File: config.mk
export PLATFORM = sky130hd
export DESIGN_NAME = serial_cmd_receive
export DESIGN_NICKNAME = d
export VERILOG_FILES = /design/src/rtl/serial_cmd_pkg.sv /design/src/rtl/uart_rx_byte.sv /design/src/rtl/serial_cmd_receive.sv
export SDC_FILE = /design/constraint.sdc
export NUM_CORES = 1
export LEC_CHECK = 0
export ABC_CLOCK_PERIOD_IN_PS = 2900
export BUFFER_PORTS_ARGS = -buffer_cell sky130_fd_sc_hd__buf_2
export CAP_MARGIN = 20
export CORE_MARGIN = 2
export CORE_UTILIZATION = 61
export CTS_CLUSTER_DIAMETER = 120
export DETAILED_ROUTE_END_ITERATION = 6
export GPL_TIMING_DRIVEN = 0
export PLACE_DENSITY = 0.8
export SLEW_MARGIN = 20
export SYNTH_ARGS = -nofsm -noshare
export SYNTH_HDL_FRONTEND = slang
export SYNTH_HIERARCHICAL = 1
export SYNTH_SLANG_ARGS = --single-unit
File: constraint.sdc
create_clock -name clk -period 2.9 [get_ports clk]
set_clock_uncertainty 0.15 [all_clocks]
set_input_delay 0.58 -clock clk [delete_from_list [all_inputs] [get_ports clk]]
set_output_delay 0.58 -clock clk [all_outputs]
set_load 0.02 [all_outputs]
File: src/rtl/serial_cmd_pkg.sv
// Shared constants and state types for the RS232 command receiver.
// Contents: frame header bytes, command codes, the payload length limit,
// the configuration reset defaults, and the parser and UART state enums.
package serial_cmd_pkg;

   localparam logic [7:0]  HDR0        = 8'hA5;
   localparam logic [7:0]  HDR1        = 8'h5A;

   localparam logic [7:0]  CMD_TIMESET = 8'h01;
   localparam logic [7:0]  CMD_RES     = 8'h02;
   localparam logic [7:0]  CMD_EN      = 8'h03;
   localparam logic [7:0]  CMD_SEND    = 8'h04;

   localparam logic [7:0]  MAX_LEN     = 8'd4;

   localparam logic [25:0] DEF_TIMESET = 26'd22000;
   localparam logic [8:0]  DEF_RES     = 9'd10;

   typedef enum logic [2:0] {
      HUNT_H0,
      HUNT_H1,
      GET_CMD,
      GET_LEN,
      GET_PAY,
      GET_CHK
   } parse_state_t;

   typedef enum logic [1:0] {
      RX_IDLE,
      RX_START,
      RX_DATA,
      RX_STOP
   } rx_state_t;

endpackage

File: src/rtl/uart_rx_byte.sv
// 8N1 UART receiver.
// Ports:
//   clk, rst    : system clock, synchronous active-high reset
//   rs232_rx    : asynchronous serial input, idles high
//   byte_valid  : one-cycle pulse, byte_data holds a received byte
//   byte_data   : received byte (LSB arrives first on the line)
//   rx_ferr     : one-cycle pulse, the stop bit was sampled low
module uart_rx_byte
   import serial_cmd_pkg::*;
#(
   parameter int CLK_FREQ = 50000000,
   parameter int BAUD     = 115200
)(
   input  logic       clk,
   input  logic       rst,
   input  logic       rs232_rx,
   output logic       byte_valid,
   output logic [7:0] byte_data,
   output logic       rx_ferr
);

   localparam int CLKS_PER_BIT = CLK_FREQ / BAUD;
   localparam int CNT_W        = $clog2(CLKS_PER_BIT + 1);
   localparam logic [CNT_W-1:0] BIT_LAST  = CNT_W'(CLKS_PER_BIT - 1);
   localparam logic [CNT_W-1:0] HALF_LAST = CNT_W'(CLKS_PER_BIT / 2 - 1);

   logic [1:0]       sync_q, sync_d;
   rx_state_t        state_q, state_d;
   logic [CNT_W-1:0] cnt_q, cnt_d;
   logic [2:0]       bit_q, bit_d;
   logic [7:0]       shift_q, shift_d;
   logic             valid_q, valid_d;
   logic             ferr_q, ferr_d;
   logic             rx_s;

   assign rx_s = sync_q[1];

   always_comb begin
      sync_d  = {sync_q[0], rs232_rx};
      state_d = state_q;
      cnt_d   = cnt_q;
      bit_d   = bit_q;
      shift_d = shift_q;
      valid_d = 1'b0;
      ferr_d  = 1'b0;
      case (state_q)
         RX_IDLE: begin
            if (!rx_s) begin
               state_d = RX_START;
               cnt_d   = '0;
            end
         end
         RX_START: begin
            // Mid start bit: a line already back high was only a glitch.
            if (cnt_q == HALF_LAST) begin
               cnt_d   = '0;
               bit_d   = '0;
               state_d = rx_s ? RX_IDLE : RX_DATA;
            end else begin
               cnt_d = cnt_q + 1'b1;
            end
         end
         RX_DATA: begin
            if (cnt_q == BIT_LAST) begin
               cnt_d   = '0;
               shift_d = {rx_s, shift_q[7:1]};
               if (bit_q == 3'd7) begin
                  state_d = RX_STOP;
               end else begin
                  bit_d = bit_q + 3'd1;
               end
            end else begin
               cnt_d = cnt_q + 1'b1;
            end
         end
         RX_STOP: begin
            if (cnt_q == BIT_LAST) begin
               state_d = RX_IDLE;
               valid_d = rx_s;
               ferr_d  = !rx_s;
            end else begin
               cnt_d = cnt_q + 1'b1;
            end
         end
         default: state_d = RX_IDLE;
      endcase
   end

   always_ff @(posedge clk) begin
      if (rst) begin
         sync_q  <= 2'b11;
         state_q <= RX_IDLE;
         cnt_q   <= '0;
         bit_q   <= '0;
         shift_q <= '0;
         valid_q <= 1'b0;
         ferr_q  <= 1'b0;
      end else begin
         sync_q  <= sync_d;
         state_q <= state_d;
         cnt_q   <= cnt_d;
         bit_q   <= bit_d;
         shift_q <= shift_d;
         valid_q <= valid_d;
         ferr_q  <= ferr_d;
      end
   end

   assign byte_valid = valid_q;
   assign byte_data  = shift_q;
   assign rx_ferr    = ferr_q;

endmodule

File: src/rtl/serial_cmd_receive.sv
// Host-to-device RS232 command receiver: parses A5 5A CMD LEN payload CHK
// frames and holds the runtime configuration they write.
// Ports:
//   clk, rst         : system clock, synchronous active-high reset
//   rs232_rx         : asynchronous serial input
//   timeSet          : sampling period configuration (26 bits)
//   resolution       : resolution configuration (9 bits)
//   enable           : sampling enable
//   serialsend_flag  : protocol send enable
//   cmd_ok / cmd_err : one-cycle frame accepted / rejected pulses
//   rx_ferr          : one-cycle UART framing error pulse
module serial_cmd_receive
   import serial_cmd_pkg::*;
#(
   parameter int CLK_FREQ     = 50000000,
   parameter int BAUD         = 115200,
   parameter int TIMEOUT_BITS = 20
)(
   input  logic        clk,
   input  logic        rst,
   input  logic        rs232_rx,
   output logic [25:0] timeSet,
   output logic [8:0]  resolution,
   output logic        enable,
   output logic        serialsend_flag,
   output logic        cmd_ok,
   output logic        cmd_err,
   output logic        rx_ferr
);

   localparam int CLKS_PER_BIT = CLK_FREQ / BAUD;
   localparam int TMO_LIMIT    = TIMEOUT_BITS * CLKS_PER_BIT;
   localparam int TMO_W        = $clog2(TMO_LIMIT + 1);
   localparam logic [TMO_W-1:0] TMO_LAST = TMO_W'(TMO_LIMIT - 1);

   logic       byte_valid;
   logic [7:0] byte_data;
   logic       ferr;

   uart_rx_byte #(
      .CLK_FREQ (CLK_FREQ),
      .BAUD     (BAUD)
   ) u_rx (
      .clk        (clk),
      .rst        (rst),
      .rs232_rx   (rs232_rx),
      .byte_valid (byte_valid),
      .byte_data  (byte_data),
      .rx_ferr    (ferr)
   );

   parse_state_t     state_q, state_d;
   logic [7:0]       cmd_q, cmd_d;
   logic [7:0]       len_q, len_d;
   logic [7:0]       pay_cnt_q, pay_cnt_d;
   // Only the low 26 payload bits can ever reach a configuration register,
   // so the upper bytes shifted past bit 25 are simply dropped.
   logic [25:0]      acc_q, acc_d;
   logic [7:0]       sum_q, sum_d;
   logic [TMO_W-1:0] tmo_q, tmo_d;
   logic [25:0]      timeset_q, timeset_d;
   logic [8:0]       res_q, res_d;
   logic             en_q, en_d;
   logic             send_q, send_d;
   logic             ok_q, ok_d;
   logic             err_q, err_d;

   always_comb begin
      state_d   = state_q;
      cmd_d     = cmd_q;
      len_d     = len_q;
      pay_cnt_d = pay_cnt_q;
      acc_d     = acc_q;
      sum_d     = sum_q;
      timeset_d = timeset_q;
      res_d     = res_q;
      en_d      = en_q;
      send_d    = send_q;
      ok_d      = 1'b0;
      err_d     = 1'b0;

      // Idle time only matters while a frame is partly received.
      if (byte_valid || state_q == HUNT_H0) begin
         tmo_d = '0;
      end else begin
         tmo_d = tmo_q + 1'b1;
      end

      if (ferr) begin
         state_d = HUNT_H0;
      end else if (byte_valid) begin
         case (state_q)
            HUNT_H0: begin
               if (byte_data == HDR0) state_d = HUNT_H1;
            end
            HUNT_H1: begin
               // A repeated A5 may itself be the start of the real header.
               if (byte_data == HDR1)      state_d = GET_CMD;
               else if (byte_data == HDR0) state_d = HUNT_H1;
               else                        state_d = HUNT_H0;
            end
            GET_CMD: begin
               cmd_d   = byte_data;
               sum_d   = byte_data;
               state_d = GET_LEN;
            end
            GET_LEN: begin
               len_d     = byte_data;
               sum_d     = sum_q + byte_data;
               acc_d     = '0;
               pay_cnt_d = '0;
               if (byte_data == 8'd0) begin
                  state_d = GET_CHK;
               end else if (byte_data > MAX_LEN) begin
                  err_d   = 1'b1;
                  state_d = HUNT_H0;
               end else begin
                  state_d = GET_PAY;
               end
            end
            GET_PAY: begin
               acc_d     = {acc_q[17:0], byte_data};
               sum_d     = sum_q + byte_data;
               pay_cnt_d = pay_cnt_q + 8'd1;
               if (pay_cnt_d == len_q) state_d = GET_CHK;
            end
            GET_CHK: begin
               state_d = HUNT_H0;
               if (byte_data != sum_q) begin
                  err_d = 1'b1;
               end else if (cmd_q == CMD_TIMESET && len_q == 8'd4) begin
                  timeset_d = acc_q;
                  ok_d      = 1'b1;
               end else if (cmd_q == CMD_RES && len_q == 8'd2) begin
                  res_d = acc_q[8:0];
                  ok_d  = 1'b1;
               end else if (cmd_q == CMD_EN && len_q == 8'd1) begin
                  en_d = acc_q[0];
                  ok_d = 1'b1;
               end else if (cmd_q == CMD_SEND && len_q == 8'd1) begin
                  send_d = acc_q[0];
                  ok_d   = 1'b1;
               end else begin
                  err_d = 1'b1;
               end
            end
            default: state_d = HUNT_H0;
         endcase
      end else if (state_q != HUNT_H0 && tmo_q == TMO_LAST) begin
         err_d   = 1'b1;
         state_d = HUNT_H0;
      end
   end

   always_ff @(posedge clk) begin
      if (rst) begin
         state_q   <= HUNT_H0;
         cmd_q     <= '0;
         len_q     <= '0;
         pay_cnt_q <= '0;
         acc_q     <= '0;
         sum_q     <= '0;
         tmo_q     <= '0;
         timeset_q <= DEF_TIMESET;
         res_q     <= DEF_RES;
         en_q      <= 1'b1;
         send_q    <= 1'b1;
         ok_q      <= 1'b0;
         err_q     <= 1'b0;
      end else begin
         state_q   <= state_d;
         cmd_q     <= cmd_d;
         len_q     <= len_d;
         pay_cnt_q <= pay_cnt_d;
         acc_q     <= acc_d;
         sum_q     <= sum_d;
         tmo_q     <= tmo_d;
         timeset_q <= timeset_d;
         res_q     <= res_d;
         en_q      <= en_d;
         send_q    <= send_d;
         ok_q      <= ok_d;
         err_q     <= err_d;
      end
   end

   assign timeSet         = timeset_q;
   assign resolution      = res_q;
   assign enable          = en_q;
   assign serialsend_flag = send_q;
   assign cmd_ok          = ok_q;
   assign cmd_err         = err_q;
   assign rx_ferr         = ferr;

endmodule
# Word level (Yosys, flattened, before mapping)

Cells that the tools add are included.

Bits of input ports: 3
Word-level logic and storage cells: 142
Memory bits (read-only): 0
Latch bits: 0
Bits in writable memories: 0
Output and inout port bits: 40
Memories kept: 0
Bits in registers: 140

Reductions and logical operators: 33
Bitwise operators: 9
$lt $le $gt $ge: 1
Multiplexer cells: 42
Div/mod/pow operators: 0
Eq/ne operators: 32
Shift-type cells: 0
Add/subtract/negate cells: 5
Multipliers: 0

Operators by type and width:

| cell                                                                   | count |
|---|---|
| 26-bit case mux with 2 select lines                                    | 1 |
| 9-bit 2-to-1 mux                                                       | 4 |
| 9-bit case mux with 4 select lines                                     | 1 |
| 8-bit case mux with 2 select lines                                     | 2 |
| 3-bit 2-to-1 mux                                                       | 9 |
| 8-bit by 2-bit equality test with 1-bit output (second input constant) | 3 |
| 8-bit by 1-bit equality test with 1-bit output (second input constant) | 2 |
| 8-bit by 3-bit equality test with 1-bit output (second input constant) | 2 |
| 3-bit case mux with 5 select lines                                     | 1 |
| 3-bit AND reduction                                                    | 5 |
| 14-bit by 1-bit adder with 14-bit output (second input constant)       | 1 |
| 14-bit equality test (second input constant)                           | 1 |
| 1-bit 2-to-1 mux                                                       | 14 |
| 2-bit 2-to-1 mux                                                       | 7 |
| 5-bit AND reduction                                                    | 2 |
| 9-bit by 1-bit adder with 9-bit output (second input constant)         | 1 |
| 3-bit equality test (second input constant)                            | 3 |
| 9-bit by 8-bit equality test with 1-bit output (second input constant) | 1 |
| 9-bit equality test (second input constant)                            | 1 |
| 1-bit NOT                                                              | 9 |
| 8-bit by 1-bit adder with 8-bit output (second input constant)         | 1 |
| 8-bit adder                                                            | 1 |
| 8-bit by 7-bit equality test with 1-bit output (second input constant) | 1 |
| 8-bit equality test                                                    | 1 |
| other kinds (30)                                                       | 48 |

# Depth between registers and ports, before layout

Word-level depth: 9
Depth in mapped cells: 8
Depth with buffers taken out: 8

# Hierarchy

Netlist, hierarchy kept.

Modules (own cells, without submodules):

| module             | times used | seq. area each (µm²) | cells an instance | area an instance (µm²) |
|---|---|---|---|---|
| serial_cmd_receive | 1          | 2282.2               | 663               | 5410.2 |
| uart_rx_byte       | 1          | 520.5                | 138               | 1206.2 |

# Worst setup path before layout

No wires, ideal clock.

Path type: register -> register
Start: register u_rx.shift_q[5] (netlist: u_rx/byte_data[5])
End: register res_q[3] (netlist: resolution[3])
Data arrival time: 2.007 ns
Slack: 0.606 ns
Buffers on the path: 2
Data required time: 2.613 ns
Cell stages (with the launch flop): 9
Clock period less this slack: 2.294 ns
Setup time: 0.137 ns
Path through: dfxtp_1 > ha_1 > nor4_1 > nand2_1 > or4_4 > buf_6 > buf_6 > o21ai_1 > nand3_1

Cells in the longest elaborated chain, start to end: 3

RTL lines:

| what                          | RTL line                  | source |
|---|---|---|
| from (decl)                   | uart_rx_byte.sv:31        | `logic [7:0] shift_q, shift_d;` |
| from (signal assigned)        | uart_rx_byte.sv:103       | `shift_q <= shift_d;` |
| 8-bit inequality test         | serial_cmd_receive.sv:129 | `if (byte_data != sum_q) begin` |
| 1-bit NOT (no line)           | n/a                       |  |
| 6-bit AND reduction (no line) | n/a                       |  |
| to (signal assigned)          | serial_cmd_receive.sv:179 | `res_q <= res_d;` |
| to (decl)                     | serial_cmd_receive.sv:62  | `logic [8:0] res_q, res_d;` |

No other way between the ends.
A chain may end at the register's enable or synchronous reset.

# Worst setup path in the final report

Start: register u_rx.shift_q[2] (netlist: u_rx/byte_data[2])
End: register timeset_q[4] (netlist: timeSet[4])

Cells in the longest elaborated chain, start to end: 3

RTL lines:

| what                          | RTL line                  | source |
|---|---|---|
| 8-bit inequality test         | serial_cmd_receive.sv:129 |  |
| 1-bit NOT (no line)           | n/a                       |  |
| 5-bit AND reduction (no line) | n/a                       |  |
| to (signal assigned)          | serial_cmd_receive.sv:178 | `timeset_q <= timeset_d;` |
| to (decl)                     | serial_cmd_receive.sv:61  | `logic [25:0] timeset_q, timeset_d;` |

No other way between the ends.

==> results list <==
* Min-Delay Startpoint: rs232_rx
- The largest single stage delay on the critical path is approximately 520 ps.
- The completed layout was analyzed and its total power is 0.00421 W.
- Clock tree buffer depth: 2
* Worst-Margin Slew: roughly 840 ps
- Dividing the synthesized area by the synthesized cell count gives 8.26 um^2.
* Count of port buffers added during placement: 42
* Hold violation count in the final report: 0
- Initial core utilization: a little over 60%
- Clock latency at the later pin of the worst-skew pair: roughly 530 ps
- The Yosys step of the flow raised 6 warnings.
- In the final layout, the share of cells above drive strength 1 is around an eighth.
- Worst path top cell family by delay: simple AND/OR/NAND/NOR gates
- Slew Viols, Final: 0
- Initial antenna violation count: 0
- In the finished design, the share of the clock period the worst path needs comes to 91.1%.
- Net count after synthesis: 819
* Footprint of the flip-flops and latches: roughly 0.0028 mm^2
- Timing would allow up to ~380 MHz.
- The flow ran to the end, and the final reports show no timing, DRC or antenna violations.
- Synthesis produced 801 cells.
* Synthesis-to-finish area growth: 15.3%
* Y dimension of the die: ~110 um
- Data arrives at the worst endpoint at 2880 ps.
- The die covers 0.0117 mm^2.
* Total global routing track utilization: a little under a third
* TritonCTS clock tree: done
- The number of different library cells used by synthesis comes to 75.
* Endpoint of the worst hold path: u_rx/sync_q[0]
- Post-synth EDFFs: 0
* Vias in the first global route: between 5k and 6k
- Fin crit period: 2640 ps
* Worst-case vdd ir drop: around 360 uV
- The number of antenna diodes in the final layout is 0.
- Row count: 38
- Of all nets on the critical path, the largest fanout is 10.
* H-tree depth: 4
* Filler cell count: between 800 and 900
- Count of maximum capacitance violations: 0
- For this design, the slowest cell found on the critical path is or4_4.
- The critical path contains buffers and inverters numbering 2 combined.
- Before antenna repair, the detailed router went through 7 iterations.
- The tightest min-delay check is of the primary input to register type.
* Area used by multi-input combinational logic: roughly 0.0035 mm^2
- Once detailed placement completed, the half-perimeter wirelength came to around 12,000 um.
- Final setup violation count: 0
- The number of clock buffers added by TritonCTS is 17.
- Switching Share: 21.5%
* Wirelength per Cell: 17.2 um
- The internal power of the cells totals about 0.0033 W.
- Adding up every negative setup slack in the final design gives 0 ps.
* Post-Synthesis Cell Area: 0.00662 mm^2
- Per report_power, the clock group accounts for between 50% and 60% of the total.
- Post-synth top area cell: dfxtp_1
- Standby leakage power: between 2 and 3 nW
* CTS Hold Bufs: 0
- For the worst setup path, the data required time is about 3100 ps.
- Antenna-violating nets left: 0
- After synthesis the netlist holds a flip-flop and latch count of 140.
- The region available for standard cell placement spans approximately 0.011 mm^2.
* Combinational fraction of design power: 1.5%
* Crit path launch type: register
- Sequential fraction of the synthesis area: 42.4%
- Destination of the worst register-to-register timing path: timeSet[4]
- dfxtp_1 is the most common cell in the netlist.
* Post-layout net count: 880
* Cell at the root of the clock tree: clkbuf_8
- Sinks on Clock Net: between 100 and 150
* Type of the worst setup path: register to register
* Final weighted congestion in routability-driven placement: approximately 0.90
- Once layout is complete, the utilization of the core stands at between 70% and 80%.
- Vias/cell: around 6.3
* Number of primary I/O pins: 43
- Share of synthesized flip-flops with an asynchronous set or reset: 0%
- Setup repair after global routing left no endpoint under its margin.
* Largest net degree at the start of global routing: 17
* Slew HR: between 40% and 50%
* Clk pin slew, worst setup/hold paths: ~60 ps
* Most used standard cells in the synthesized netlist: 140 x dfxtp_1, 76 x nor2_1, 75 x a21oi_1, 69 x nand3_1, 57 x nand2_1
- Reg power frac: between 40% and 50%
* DRT Wirelength: between 15,000 and 20,000 um
- After global routing the overflow that remains totals 0.
* Drt initial violations: 602
- By area the synthesized netlist is led by dfxtp_1 42%, a21oi_1 5.7%, nand3_1 5.2%.
* Reg2Reg Depth: 8
* Die Span X: around 110 um
- Hold-critical path depth: 2
- The setup check on the worst reg-to-reg path leaves a slack of around 260 ps.
- Post-synth top flop: dfxtp_1
- The analysis attributes to net switching a power of around 0.00091 W.
* DRC violation count after routing: 0
* Cell occurring most often along the worst timing path: buf_6
- Global-route wire length before repair: between 20,000 and 30,000 um
- Source of the worst register-to-register timing path: u_rx/byte_data[2]
* Crit. End Element: register
* Via count of the routed design: approximately 6.4k
- Cells along the critical path: ha_1 > nor4_2 > nand2_1 > or4_4 > buf_6 > buf_6 > o21ai_1 > nand3_1
* Pwr Density: 552 mW/mm^2
- The top cell type by area accounts for 42.4% of the synthesized area.
per-stage QoR:
step	worst slack (ps)	instance area, um^2	cells	hold WS [ps]
2_1_floorplan	606	6620	801	239
3_3_place_gp	69.1	7000	983	249
3_5_place_dp	27.1	7000	983	253
4_1_cts	37.0	7610	1015	58.7
5_1_grt	100	7630	1015	67.8
6_report	259	7630	1015	75.3
worst register-to-register path: stages, from the launching register on:
cell     delay (ps)
dfxtp_2         470
ha_1            330
nor4_2          300
nand2_1         170
or4_4           520
buf_6           160
buf_6           140
o21ai_1         150
nand3_1         100
flip-flops by register name (all words and copies together), names as in the netlist, 9 cells and up, named ones only:
name,cells
timeSet,26
resolution,9
tmo_q,14
u_rx/cnt_q,9
acc_q,26
area by class of cell:
type	instances	area share, %
clock buffer	19	5.79
multi-input combinational	591	46.0
inverter	13	0.640
sequential	140	36.8
clock inverter	13	2.18
timing repair buffer	42	2.76
buffer	57	3.53
tap	140	2.30
power groups by stage:
stage | clock network [W] | registers (W) | logic (W)
after CTS | 0.00222 | 0.00193 | 0.0000634
after global placement | 0 | 0.00197 | 0.0000618
after global routing | 0.00230 | 0.00193 | 0.0000703
after detailed placement | 0 | 0.00197 | 0.0000630
after floorplan | 0 | 0.00197 | 0.0000437
final | 0.00221 | 0.00193 | 0.0000647
what timing repair did:
| item | 4_1_cts | 5_1_grt |
|---|---|---|
| endpoints found under the setup margin | 2 | 37 |
| setup buffers | 0 | 0 |
| gates resized for setup | 1 | 5 |
per-layer routing:
| layer | GRT usage, % | part of all wire (%) |
|---|---|---|
| met1 | 39.2 | 41 |
| met2 | 50.9 | 49 |
| met3 | 5.91 | 7.9 |
| met4 | 13.5 | 2.4 |
| met5 | 0 | 0 |
cell families after synthesis:
family / Yosys count / synth area share [%]
buf+inv: 70 / 4.80
simple gates: 322 / 25.4
compound gates: 230 / 21.3
flops: 140 / 42.4
xor+xnor: 23 / 3.04
mux: 1 / 0.151
fa+ha+maj: 15 / 2.95
worst max-delay path by stage:
stage | startpoint | to | slack [ps] | cells past startpoint
4_1_cts | u_rx/byte_data[5] | timeSet[12] | 40 | 8
6_report | u_rx/byte_data[2] | timeSet[4] | 260 | 8
3_3_place_gp | u_rx/byte_data[2] | timeSet[23] | 70 | 8
2_1_floorplan | u_rx/byte_data[5] | resolution[3] | 610 | 8
3_5_place_dp | u_rx/byte_data[2] | timeSet[23] | 30 | 8
5_1_grt | u_rx/byte_data[2] | timeSet[23] | 100 | 8
cell usage in the layout, fill, tap and decap left out, types with 4 or more instances in the layout:
master,n
nand2b_1,8
o21ai_1,32
dfxtp_2,4
xor2_1,8
buf_2,53
ha_1,14
nor2_1,76
and3_1,14
nor2b_1,7
clkinv_4,4
inv_1,13
buf_6,4
clkbuf_16,16
dfxtp_1,136
a211oi_1,8
nand3_1,69
xnor2_1,15
a21oi_1,75
o21ai_0,39
nand2_1,57
nor4_1,8
nand4_1,9
a22oi_1,27
nor3b_1,5
o21a_1,6
clkbuf_1,38
or2_2,5
nand3b_1,7
nor3_1,17
or3_1,12
Power figures use the tool's default switching activity.
